File: config.mk
export PLATFORM = sky130hd
export DESIGN_NAME = tinyqv_counter_writer
export DESIGN_NICKNAME = d
export VERILOG_FILES = /design/src/rtl/tinyqv_counter_pkg.sv /design/src/rtl/tinyqv_nibble_shifter.sv /design/src/rtl/tinyqv_counter_writer.sv
export SDC_FILE = /design/constraint.sdc
export NUM_CORES = 1
export LEC_CHECK = 0
export CORE_ASPECT_RATIO = 1.2
export CORE_MARGIN = 2
export CORE_UTILIZATION = 54
export CTS_CLUSTER_DIAMETER = 120
export CTS_CLUSTER_SIZE = 10
export DETAILED_ROUTE_END_ITERATION = 16
export GPL_TIMING_DRIVEN = 0
export PLACE_DENSITY = 0.85
export SYNTH_ARGS = -nofsm -noshare
export SYNTH_HDL_FRONTEND = slang
export SYNTH_HIERARCHICAL = 1
export SYNTH_SLANG_ARGS = --single-unit
File: constraint.sdc
create_clock -name clk -period 3.45 [get_ports clk]
set_input_delay 0.5175 -clock clk [delete_from_list [all_inputs] [get_ports clk]]
set_output_delay 0.5175 -clock clk [all_outputs]
set_load 0.005 [all_outputs]
File: src/rtl/tinyqv_counter_pkg.sv
// Shared definitions for the TinyQV counter writer: FSM state encoding and
// the helper that turns a word length in nibbles into the phase counter width.
package tinyqv_counter_pkg;

  typedef enum logic [2:0] {
    IDLE   = 3'd0,
    WAIT   = 3'd1,
    SHIFT  = 3'd2,
    DONE   = 3'd3,
    VERIFY = 3'd4
  } wr_state_t;

  localparam int DEFAULT_NIBBLES = 8;

  // Width of the nibble phase counter; a 2-nibble word still needs one bit.
  function automatic int phase_width(input int nibbles);
    return (nibbles <= 2) ? 1 : $clog2(nibbles);
  endfunction

endpackage

File: src/rtl/tinyqv_nibble_shifter.sv
// Load/shift register holding the word being written, low nibble first.
// data_out shows the current low nibble only while drive is high.
module tinyqv_nibble_shifter #(
  parameter int NIBBLES = 8
) (
  input  logic                   clk,
  input  logic                   rstn,
  input  logic                   load,
  input  logic                   shift,
  input  logic                   drive,
  input  logic [4*NIBBLES-1:0]   load_data,
  output logic [3:0]             data_out
);

  logic [4*NIBBLES-1:0] sh;

  // Load a new word on acceptance; otherwise move the next nibble down.
  always_ff @(posedge clk) begin
    if (!rstn) begin
      sh <= '0;
    end else if (load) begin
      sh <= load_data;
    end else if (shift) begin
      sh <= {4'b0000, sh[4*NIBBLES-1:4]};
    end
  end

  assign data_out = drive ? sh[3:0] : 4'b0000;

endmodule

File: src/rtl/tinyqv_counter_writer.sv
// Writes a parallel word into TinyQV's nibble-serial counter through its
// set/data_in port, one nibble per cycle aligned to the core's nibble phase.
// Optional read-back check: define TINYQV_COUNTER_WRITER_VERIFY_EN to add the
// data_in/vfail ports and a VERIFY pass after the write.
//
// Handshake: a request is taken on a clk edge where wr_valid && wr_ready.
// wr_ready is high only in IDLE; wr_valid seen while busy is dropped, not queued.
module tinyqv_counter_writer
  import tinyqv_counter_pkg::*;
#(
  parameter int NIBBLES = DEFAULT_NIBBLES,
  localparam int PW = phase_width(NIBBLES)
) (
  input  logic                  clk,
  input  logic                  rstn,
  input  logic [PW-1:0]         counter,
  input  logic                  wr_valid,
  input  logic [4*NIBBLES-1:0]  wr_data,
  output logic                  wr_ready,
  output logic                  set,
  output logic [3:0]            data_out,
  output logic                  busy,
  output logic                  done,
  output logic                  err,
`ifdef TINYQV_COUNTER_WRITER_VERIFY_EN
  input  logic [3:0]            data_in,
  output logic                  vfail,
`endif
  output logic [2:0]            fsm_state
);

  localparam logic [PW-1:0] LAST = PW'(NIBBLES - 1);

  wr_state_t     state;
  logic [PW-1:0] idx;
  logic          done_q;
  logic          err_q;
  logic          load;

  assign load      = (state == IDLE) && wr_valid;
  assign wr_ready  = (state == IDLE);
  assign busy      = (state != IDLE);
  assign set       = (state == SHIFT);
  assign done      = done_q;
  assign err       = err_q;
  assign fsm_state = state;

`ifdef TINYQV_COUNTER_WRITER_VERIFY_EN
  logic [4*NIBBLES-1:0] copy;
  logic                 mism;
  logic                 vfail_q;
  logic [3:0]           exp_nib;
  logic                 cur_bad;

  // Retained copy of the written word, used to check the read-back nibbles.
  always_ff @(posedge clk) begin
    if (!rstn) begin
      copy <= '0;
    end else if (load) begin
      copy <= wr_data;
    end
  end

  assign exp_nib = 4'(copy >> {counter, 2'b00});
  assign cur_bad = (data_in != exp_nib);
  assign vfail   = vfail_q;
`endif

  tinyqv_nibble_shifter #(
    .NIBBLES (NIBBLES)
  ) u_shifter (
    .clk       (clk),
    .rstn      (rstn),
    .load      (load),
    .shift     (state == SHIFT),
    .drive     (state == SHIFT),
    .load_data (wr_data),
    .data_out  (data_out)
  );

  // Write sequencer: wait for the phase wrap, stream NIBBLES nibbles in
  // lockstep with counter, then report done (or err on a phase slip).
  always_ff @(posedge clk) begin
    if (!rstn) begin
      state   <= IDLE;
      idx     <= '0;
      done_q  <= 1'b0;
      err_q   <= 1'b0;
`ifdef TINYQV_COUNTER_WRITER_VERIFY_EN
      mism    <= 1'b0;
      vfail_q <= 1'b0;
`endif
    end else begin
      done_q  <= 1'b0;
      err_q   <= 1'b0;
`ifdef TINYQV_COUNTER_WRITER_VERIFY_EN
      vfail_q <= 1'b0;
`endif
      case (state)
        IDLE: begin
          if (wr_valid) state <= WAIT;
        end
        WAIT: begin
          // Acceptance on a wrap edge lands here first, so the write waits
          // for the next full phase rotation.
          if (counter == LAST) begin
            state <= SHIFT;
            idx   <= '0;
          end
        end
        SHIFT: begin
          if (counter != idx) begin
            state <= IDLE;
            idx   <= '0;
            err_q <= 1'b1;
          end else if (idx == LAST) begin
            idx <= '0;
`ifdef TINYQV_COUNTER_WRITER_VERIFY_EN
            state <= VERIFY;
            mism  <= 1'b0;
`else
            state  <= DONE;
            done_q <= 1'b1;
`endif
          end else begin
            idx <= idx + 1'b1;
          end
        end
        DONE: begin
          state <= IDLE;
        end
`ifdef TINYQV_COUNTER_WRITER_VERIFY_EN
        VERIFY: begin
          if (cur_bad) mism <= 1'b1;
          if (idx == LAST) begin
            state <= IDLE;
            idx   <= '0;
            if (mism || cur_bad) vfail_q <= 1'b1;
            else                 done_q  <= 1'b1;
          end else begin
            idx <= idx + 1'b1;
          end
        end
`endif
        default: begin
          state <= IDLE;
          idx   <= '0;
        end
      endcase
    end
  end

endmodule

==> flow_summary.html, run 1 <==
<table>
<tr><th>Metric</th><th>Value</th></tr>
<tr><th colspan="2">Cells and area</th></tr>
<tr><td>Leading cell types in the layout, fill and taps excluded</td><td>clkdlybuf4s50_1, dfxtp_1, o211a_1</td></tr>
<tr><td>Diode insertion count for antenna repair</td><td>0</td></tr>
<tr><td>Layout Utilization</td><td>0.723</td></tr>
<tr><td>Area added between synthesis and finish</td><td>29.0%</td></tr>
<tr><td>Share of final-layout standard cells stronger than drive strength 1</td><td>0.163</td></tr>
<tr><td>Area taken by multi-input logic gates</td><td>roughly 1300 µm²</td></tr>
<tr><td>Final #Nets</td><td>around 300</td></tr>
<tr><td>Commonest non-fill, non-tap cell in the layout</td><td>clkdlybuf4s50_1</td></tr>
<tr><td>Storage cell area</td><td>between 700 and 800 µm²</td></tr>
<tr><td>Filler instances</td><td>between 300 and 400</td></tr>
<tr><th colspan="2">Setup path</th></tr>
<tr><td>WP buf/inv</td><td>2</td></tr>
<tr><td>Type of element launching the critical path</td><td>register</td></tr>
<tr><td>Crit Reg-Reg Endpoint</td><td>u_shifter/sh[14]$_SDFFE_PN0P_</td></tr>
<tr><td>R2R Path Start</td><td>fsm_state[0]$_SDFFE_PN0P_</td></tr>
<tr><td>CP Data Required Time</td><td>about 3 ns</td></tr>
<tr><td>WS Path Type</td><td>register to primary output</td></tr>
<tr><td>Top fanout value on the critical path</td><td>9</td></tr>
<tr><td>Slowest cell on the critical path</td><td>dfxtp_1</td></tr>
<tr><td>Setup slack on the worst flop-to-flop path</td><td>1.26 ns</td></tr>
<tr><td>Cell breakdown of the critical path</td><td>inv_1, ha_1, and2_1, clkdlybuf4s50_1</td></tr>
<tr><td>Critical path arrival</td><td>roughly 1.8 ns</td></tr>
<tr><td>Top cell family by delay on the critical path</td><td>buffers and inverters</td></tr>
<tr><td>Critical Path Max Stage Delay</td><td>between 0.4 and 0.5 ns</td></tr>
<tr><td>Critical Path Sink Type</td><td>primary output</td></tr>
<tr><td>Worst Reg-to-Reg Cells</td><td>7</td></tr>
<tr><th colspan="2">Logic synthesis</th></tr>
<tr><td>Seq/Total Area, Yosys</td><td>0.356</td></tr>
<tr><td>Synthesized netlist cell count</td><td>approximately 200</td></tr>
<tr><td>Most used DFF post-synth</td><td>dfxtp_1</td></tr>
<tr><td>Post-synth net total</td><td>roughly 240</td></tr>
<tr><td>Mapped cell area</td><td>around 2200 µm²</td></tr>
<tr><td>Count of cell types in the netlist</td><td>37</td></tr>
<tr><td>Post-synth EDFFs</td><td>0</td></tr>
<tr><td>Post-synthesis async set-or-reset flop share</td><td>0</td></tr>
<tr><td>Register bit count reported by yosys</td><td>39</td></tr>
<tr><td>Average cell area after synthesis</td><td>11.1 µm²</td></tr>
<tr><td>Yosys synthesis warning count</td><td>6</td></tr>
<tr><th colspan="2">Floorplan</th></tr>
<tr><td>Die H</td><td>73.8 µm</td></tr>
<tr><td>Effective utilization at floorplan</td><td>0.560</td></tr>
<tr><td>Area inside the core boundary</td><td>about 3900 µm²</td></tr>
<tr><td>Die width</td><td>about 62 µm</td></tr>
<tr><td>Count of standard-cell rows</td><td>25</td></tr>
<tr><td>Full die area</td><td>roughly 4600 µm²</td></tr>
<tr><td>I/O Pins</td><td>50</td></tr>
<tr><th colspan="2">STA</th></tr>
<tr><td>Count of final setup violators</td><td>0</td></tr>
<tr><td>Max transition margin</td><td>0.546</td></tr>
<tr><td>Min Tclk post-route</td><td>about 2.3 ns</td></tr>
<tr><td>Setup TNS Final</td><td>0 ns</td></tr>
<tr><td>Number of failing hold endpoints at the final stage</td><td>0</td></tr>
<tr><td>Setup repair after global routing missed its margin</td><td>no</td></tr>
<tr><td>Setup skew after layout</td><td>0.00447 ns</td></tr>
<tr><td>Post-route worst setup slack</td><td>1.11 ns</td></tr>
<tr><td>Measured slew at the worst slew-check pin</td><td>a little under 0.7 ns</td></tr>
<tr><td>Slew Viols, Final</td><td>0</td></tr>
<tr><td>Final period util</td><td>0.679</td></tr>
<tr><td>Max Clock Freq</td><td>roughly 430 MHz</td></tr>
<tr><th colspan="2">Power</th></tr>
<tr><td>Tot Pwr</td><td>roughly 1.6 mW</td></tr>
<tr><td>Worst-case vdd ir drop</td><td>0.349 mV</td></tr>
<tr><td>Ratio of total power to cell area</td><td>~570 nW/µm²</td></tr>
<tr><td>Leakage power total</td><td>about 1.4 nW</td></tr>
<tr><th colspan="2">Global routing</th></tr>
<tr><td>Largest net degree at the start of global routing</td><td>12</td></tr>
<tr><td>Antenna violations before repair</td><td>0</td></tr>
<tr><td>Overall fraction of global-route tracks in use</td><td>0.204</td></tr>
<tr><td>First-pass GRT wire length</td><td>about 7400 µm</td></tr>
<tr><td>Total gr overflow</td><td>0</td></tr>
<tr><td>Number of global-route vias before repair</td><td>~1600</td></tr>
<tr><th colspan="2">Placement</th></tr>
<tr><td>Global placer's final weighted congestion</td><td>~0.73</td></tr>
<tr><td>DP Worst Slack</td><td>around 1.0 ns</td></tr>
<tr><td>HPWL after detailed placement</td><td>between 3000 and 4000 µm</td></tr>
<tr><td>Port Buffers</td><td>48</td></tr>
<tr><th colspan="2">CTS</th></tr>
<tr><td>Post-CTS Repair Setup Buffers</td><td>0</td></tr>
<tr><td>Number of hold buffers added after CTS</td><td>0</td></tr>
<tr><td>Clock slew seen by the registers of the worst setup and hold paths</td><td>0.07 ns</td></tr>
<tr><td>Max H-tree Level</td><td>2</td></tr>
<tr><td>Post-CTS sizing</td><td>0</td></tr>
<tr><td>Clock tree from TritonCTS</td><td>yes</td></tr>
<tr><td>CTS buffer count</td><td>5</td></tr>
<tr><td>Clk Latency, worst-skew pair</td><td>0.29 ns</td></tr>
<tr><td>Number of clock sinks seen by CTS</td><td>39</td></tr>
<tr><td>Clk root buf</td><td>clkbuf_8</td></tr>
<tr><td>Largest buffer count on any clock path</td><td>2</td></tr>
<tr><th colspan="2">Detailed routing</th></tr>
<tr><td>WL per Instance</td><td>between 10 and 15 µm</td></tr>
<tr><td>Antenna-violating nets left</td><td>0</td></tr>
<tr><td>Initial DRT Pass Iterations</td><td>4</td></tr>
<tr><td>First DRT Iteration DRCs</td><td>58</td></tr>
<tr><td>Routed vias/inst</td><td>roughly 5.3</td></tr>
<tr><td>Final Routed Wirelength</td><td>~4500 µm</td></tr>
<tr><td>Via count of the routed design</td><td>between 1500 and 2000</td></tr>
<tr><td>Residual DRC count</td><td>0</td></tr>
<tr><th colspan="2">Flow run</th></tr>
<tr><td>Max-cap violations</td><td>0</td></tr>
<tr><th colspan="2">Hold path</th></tr>
<tr><td>Startpoint of the lowest-slack hold path</td><td>idx[1]$_SDFFE_PN0P_</td></tr>
<tr><td>Path category of the worst min-delay check</td><td>register to register</td></tr>
<tr><td>Worst Hold Depth</td><td>2</td></tr>
<tr><td>Worst hold path endpoint</td><td>idx[1]$_SDFFE_PN0P_</td></tr>
<tr><th colspan="2">Run status</th></tr>
<tr><td>Run status</td><td>finished, final reports clean</td></tr>
</table>
registers in the layout, summed over array words and instances, names as in the netlist:
name	flops
idx	3
err	1
done	1
fsm_state	2
u_shifter/sh	32
stage by stage:
| stage | std cells | cell area (µm²) | hold slack, ns |
|---|---|---|---|
| after floorplan | 197 | 2190 | 0.472 |
| after detailed placement | 299 | 2740 | 0.495 |
| after global placement | 299 | 2740 | 0.488 |
| final | 306 | 2830 | 0.502 |
| after global routing | 306 | 2830 | 0.530 |
| after CTS | 306 | 2830 | 0.504 |
cell type report:
type                            count  area share
Tap cell                           54      0.0239
Buffer                             15      0.0421
Clock buffer                        6      0.0292
Timing Repair Buffer               48       0.170
Sequential cell                    39       0.276
Multi-Input combinational cell    139       0.452
Inverter                            4     0.00531
Clock inverter                      1     0.00177
worst max-delay path by stage:
stage                              startpoint                            end  cells past startpoint
floorplan           fsm_state[0]$_SDFFE_PN0P_  u_shifter/sh[22]$_SDFFE_PN0P_                      7
global placement                     wr_valid   u_shifter/sh[4]$_SDFFE_PN0P_                      6
detailed placement                   wr_valid   u_shifter/sh[4]$_SDFFE_PN0P_                      6
CTS                 fsm_state[0]$_SDFFE_PN0P_                    data_out[0]                      4
global route        fsm_state[0]$_SDFFE_PN0P_                    data_out[0]                      4
finish              fsm_state[0]$_SDFFE_PN0P_                    data_out[0]                      4
Yosys cell counts (all sizes together), types with 2 or more instances:
cell,count,area [µm²]
a21boi,5,37.5
and2,4,25.0
buf,9,96.3
clkbuf,6,22.5
dfxtp,39,781
ha,6,75.1
inv,4,15.0
mux2,28,390
nand2,12,45.0
nand2b,13,81.3
nor2,3,11.3
o211a,28,280
o22ai,2,12.5
or2b,17,128
or3b,4,35.0
xor2,3,26.3
report_power, final:
group / internal, mW / switching (mW) / leakage, nW
Clock: 0.157 / 0.152 / 0.0470
Combinational: 0.411 / 0.269 / 1.00
Sequential: 0.558 / 0.0703 / 0.322
Total: 1.13 / 0.492 / 1.37
routing by layer:
metal	GRT usage	share of wire	up-vias	wire length, µm
li1	-	-	807	-
met1	0.230	0.44	779	1950
met2	0.372	0.51	38	2260
met3	0.0628	0.047	4	210
met4	0.0642	0.010	0	45
met5	0	0	-	0
kinds of logic (layout without fill, tap and decap cells):
group	after synthesis	count (layout)	share of synthesized area
and+or+nand+nor	59	59	0.178
muxes	28	28	0.178
adders and majority gates	6	6	0.0343
AOI/OAI and AO/OA	42	42	0.179
other	1	1	0.00171
xor gates and xnor gates	3	3	0.0120
buffers and inverters	19	74	0.0611
DFF	39	39	0.356
worst register-to-register path: stages, from the launching register on:
cell	delay, ns
dfxtp_1	0.38
inv_1	0.12
ha_1	0.22
inv_1	0.07
nor2_1	0.54
clkbuf_1	0.35
or2b_1	0.28
o211a_1	0.13
No activity file was read; power rests on OpenSTA's default activity.
==> run 2: changes to the inputs <==
--- a/config.mk
+++ b/config.mk
@@ -7,12 +7,12 @@
 export LEC_CHECK = 0
 export CORE_ASPECT_RATIO = 1.2
 export CORE_MARGIN = 2
-export CORE_UTILIZATION = 54
+export CORE_UTILIZATION = 45
 export CTS_CLUSTER_DIAMETER = 120
 export CTS_CLUSTER_SIZE = 10
 export DETAILED_ROUTE_END_ITERATION = 16
 export GPL_TIMING_DRIVEN = 0
-export PLACE_DENSITY = 0.85
+export PLACE_DENSITY = 0.76
 export SYNTH_ARGS = -nofsm -noshare
 export SYNTH_HDL_FRONTEND = slang
 export SYNTH_HIERARCHICAL = 1
==> constraint.sdc (replaced) <==
create_clock -name clk -period 2 [get_ports clk]
set_input_delay 0.3 -clock clk [delete_from_list [all_inputs] [get_ports clk]]
set_output_delay 0.3 -clock clk [all_outputs]
set_load 0.005 [all_outputs]
==> flow_summary.html, run 2 (same netlist as run 1, synthesis figures left out) <==
<table>
<tr><th>Metric</th><th>Value</th></tr>
<tr><th colspan="2">Setup path</th></tr>
<tr><td>Setup slack on the worst flop-to-flop path</td><td>0.23 ns (was 1.26 ns)</td></tr>
<tr><td>CP Depth</td><td>4 (unchanged)</td></tr>
<tr><td>WP buf/inv</td><td>3 (was 2)</td></tr>
<tr><td>Type of element launching the critical path</td><td>register (unchanged)</td></tr>
<tr><td>Cell breakdown of the critical path</td><td>inv_1, ha_1, inv_2, clkdlybuf4s50_1 (was inv_1, ha_1, and2_1, clkdlybuf4s50_1)</td></tr>
<tr><td>CP Data Required Time</td><td>1.70 ns (was 2.93 ns)</td></tr>
<tr><td>WS Path Type</td><td>register to primary output (unchanged)</td></tr>
<tr><td>Critical Path Max Stage Delay</td><td>0.50 ns (was 0.46 ns)</td></tr>
<tr><td>Critical Path Sink Type</td><td>primary output (unchanged)</td></tr>
<tr><td>Top cell family by delay on the critical path</td><td>buffers and inverters (unchanged)</td></tr>
<tr><td>Top fanout value on the critical path</td><td>5 (was 9)</td></tr>
<tr><td>Worst Reg-to-Reg Cells</td><td>7 (unchanged)</td></tr>
<tr><td>Slowest cell on the critical path</td><td>clkdlybuf4s50_1 (was dfxtp_1)</td></tr>
<tr><td>Critical path arrival</td><td>1.61 ns (was 1.83 ns)</td></tr>
<tr><th colspan="2">Detailed routing</th></tr>
<tr><td>Routed vias/inst</td><td>5.13 (was 5.32)</td></tr>
<tr><td>Residual DRC count</td><td>0 (unchanged)</td></tr>
<tr><td>First DRT Iteration DRCs</td><td>63 (was 58)</td></tr>
<tr><td>Initial DRT Pass Iterations</td><td>4 (unchanged)</td></tr>
<tr><td>Via count of the routed design</td><td>1596 (was 1628)</td></tr>
<tr><td>WL per Instance</td><td>13.6 µm (was 14.6 µm)</td></tr>
<tr><td>Final Routed Wirelength</td><td>4240 µm (was 4460 µm)</td></tr>
<tr><td>Antenna-violating nets left</td><td>0 (unchanged)</td></tr>
<tr><th colspan="2">STA</th></tr>
<tr><td>Final period util</td><td>0.953</td></tr>
<tr><td>Number of failing hold endpoints at the final stage</td><td>0 (unchanged)</td></tr>
<tr><td>Min Tclk post-route</td><td>between 1.5 and 2 ns</td></tr>
<tr><td>Measured slew at the worst slew-check pin</td><td>0.582 ns (was 0.678 ns)</td></tr>
<tr><td>Slew Viols, Final</td><td>0 (unchanged)</td></tr>
<tr><td>Max transition margin</td><td>0.609 (was 0.546)</td></tr>
<tr><td>Setup repair after global routing missed its margin</td><td>no (unchanged)</td></tr>
<tr><td>Count of final setup violators</td><td>0 (unchanged)</td></tr>
<tr><td>Max Clock Freq</td><td>525 MHz</td></tr>
<tr><td>Setup skew after layout</td><td>0.00490 ns (was 0.00447 ns)</td></tr>
<tr><th colspan="2">CTS</th></tr>
<tr><td>Clk root buf</td><td>clkbuf_8 (unchanged)</td></tr>
<tr><td>Number of clock sinks seen by CTS</td><td>39 (unchanged)</td></tr>
<tr><td>Clk Latency, worst-skew pair</td><td>0.29 ns (about the same)</td></tr>
<tr><td>CTS buffer count</td><td>5 (unchanged)</td></tr>
<tr><td>Max H-tree Level</td><td>2 (unchanged)</td></tr>
<tr><td>Number of hold buffers added after CTS</td><td>0 (unchanged)</td></tr>
<tr><td>Clock tree from TritonCTS</td><td>yes (unchanged)</td></tr>
<tr><td>Clock slew seen by the registers of the worst setup and hold paths</td><td>0.07 ns (about the same)</td></tr>
<tr><td>Largest buffer count on any clock path</td><td>2 (unchanged)</td></tr>
<tr><th colspan="2">Floorplan</th></tr>
<tr><td>Die width</td><td>67.7 µm (was 62.1 µm)</td></tr>
<tr><td>Area inside the core boundary</td><td>4630 µm² (was 3910 µm²)</td></tr>
<tr><td>I/O Pins</td><td>50 (unchanged)</td></tr>
<tr><td>Full die area</td><td>5450 µm² (was 4580 µm²)</td></tr>
<tr><td>Count of standard-cell rows</td><td>27 (was 25)</td></tr>
<tr><td>Effective utilization at floorplan</td><td>0.473 (was 0.560)</td></tr>
<tr><td>Die H</td><td>80.4 µm (was 73.8 µm)</td></tr>
<tr><th colspan="2">Placement</th></tr>
<tr><td>Global placer's final weighted congestion</td><td>0.739 (was 0.730)</td></tr>
<tr><td>HPWL after detailed placement</td><td>3110 µm (was 3260 µm)</td></tr>
<tr><td>Port Buffers</td><td>48 (unchanged)</td></tr>
<tr><td>Instance area at placement</td><td>2740 µm² (about the same)</td></tr>
<tr><th colspan="2">Global routing</th></tr>
<tr><td>First-pass GRT wire length</td><td>7090 µm (was 7380 µm)</td></tr>
<tr><td>Most heavily used metal layer in global routing</td><td>met2 (unchanged)</td></tr>
<tr><td>Largest net degree at the start of global routing</td><td>12 (unchanged)</td></tr>
<tr><td>Overall fraction of global-route tracks in use</td><td>0.174 (was 0.204)</td></tr>
<tr><td>Number of global-route vias before repair</td><td>1598 (was 1609)</td></tr>
<tr><td>Antenna violations before repair</td><td>0 (unchanged)</td></tr>
<tr><td>Total gr overflow</td><td>0 (unchanged)</td></tr>
<tr><td>Met2 track demand over resource</td><td>0.285 (was 0.372)</td></tr>
<tr><td>Global Route met1 Usage</td><td>0.214 (was 0.230)</td></tr>
<tr><td>GR Layer Usage met3</td><td>0.0504 (was 0.0628)</td></tr>
<tr><th colspan="2">Cells and area</th></tr>
<tr><td>Filler instances</td><td>397 (was 306)</td></tr>
<tr><td>Leading cell types in the layout, fill and taps excluded</td><td>clkdlybuf4s50_1, dfxtp_1, o211a_1 (unchanged)</td></tr>
<tr><td>Non-Filler Cell Area, Final</td><td>2860 µm² (was 2830 µm²)</td></tr>
<tr><td>Commonest non-fill, non-tap cell in the layout</td><td>clkdlybuf4s50_1 (unchanged)</td></tr>
<tr><td>Layout Utilization</td><td>0.619 (was 0.723)</td></tr>
<tr><td>Share of final-layout standard cells stronger than drive strength 1</td><td>0.198 (was 0.163)</td></tr>
<tr><td>Register with the most flip-flops</td><td>u_shifter/sh (unchanged)</td></tr>
<tr><td>Final #Nets</td><td>297 (was 296)</td></tr>
<tr><td>Diode insertion count for antenna repair</td><td>0 (unchanged)</td></tr>
<tr><td>Area added between synthesis and finish</td><td>30.7% (was 29.0%)</td></tr>
<tr><td>Largest register FFs</td><td>32 (unchanged)</td></tr>
<tr><th colspan="2">Power</th></tr>
<tr><td>Leakage power total</td><td>1.38 nW (was 1.37 nW)</td></tr>
<tr><td>Worst-case vdd ir drop</td><td>0.624 mV (was 0.349 mV)</td></tr>
<tr><td>Ratio of total power to cell area</td><td>983 nW/µm² (was 572 nW/µm²)</td></tr>
<tr><th colspan="2">Run status</th></tr>
<tr><td>Run status</td><td>finished, final reports clean (unchanged)</td></tr>
<tr><th colspan="2">Flow run</th></tr>
<tr><td>Max-cap violations</td><td>0 (unchanged)</td></tr>
<tr><th colspan="2">Hold path</th></tr>
<tr><td>Path category of the worst min-delay check</td><td>register to register (unchanged)</td></tr>
<tr><td>Worst Hold Depth</td><td>2 (unchanged)</td></tr>
</table>
==> run 2: changes by cell type in the layout (fill, tap and decap cells not counted), sizes merged <==
cell,previous run,this run
clkbuf,12,13
==> run 2: power by group <==
part / leakage (nW) / switching [mW] / internal [mW]
Clock: 0.0470 / 0.263 / 0.270
Sequential: 0.323 / 0.116 / 0.969
Combinational: 1.01 / 0.470 / 0.727
==> run 2: repair_timing <==
action | in CTS | in global routing
pin swaps | 0 | 1
setup buffers | 0 | 1
setup endpoints to repair | 36 | 21
resized for setup | 4 | 9
==> run 2: metal layers <==
| layer | wire (µm) | part of all wire |
|---|---|---|
| met5 | 0 | 0 |
| met4 | 65 | 0.015 |
| met3 | 235 | 0.055 |
| met2 | 2020 | 0.48 |
| met1 | 1920 | 0.45 |
==> run 2: area by class of cell <==
class	count	area [µm²]	share of cell area
buffer	15	121	0.0424
clock buffer	6	82.6	0.0288
clock inverter	1	5.00	0.00175
inverter	4	15.0	0.00524
multi-input combinational	139	1300	0.453
sequential	39	786	0.274
tap	58	72.6	0.0253
timing repair buffer	49	485	0.170
==> run 2: worst paths after layout <==
path | start | endpoint
hold reg to reg | idx[0]$_SDFFE_PN0P_ | idx[0]$_SDFFE_PN0P_
hold / removal | idx[0]$_SDFFE_PN0P_ | idx[0]$_SDFFE_PN0P_
setup reg to reg | fsm_state[1]$_SDFFE_PN0P_ | u_shifter/sh[14]$_SDFFE_PN0P_
setup / recovery | fsm_state[1]$_SDFFE_PN0P_ | busy
==> run 2: worst reg2reg max path, cell delays in order (launching register included) <==
cell	delay, ns
dfxtp_2	0.36
inv_1	0.10
ha_1	0.23
inv_2	0.08
nor2_4	0.25
clkbuf_2	0.26
or2b_1	0.27
o211a_1	0.13
==> run 2: through the flow <==
stage | power (mW) | setup TNS [ns] | setup slack [ns] | hold WS, ns | std cells
floorplan | 1.93 | 0 | 0.259 | 0.443 | 197
global placement | 2.25 | -5.14 | -0.240 | 0.489 | 303
detailed placement | 2.27 | -5.54 | -0.264 | 0.494 | 303
CTS | 2.82 | -0.0348 | -0.0276 | 0.505 | 310
global route | 2.99 | 0 | 0.0155 | 0.521 | 311
finish | 2.81 | 0 | 0.0949 | 0.504 | 311
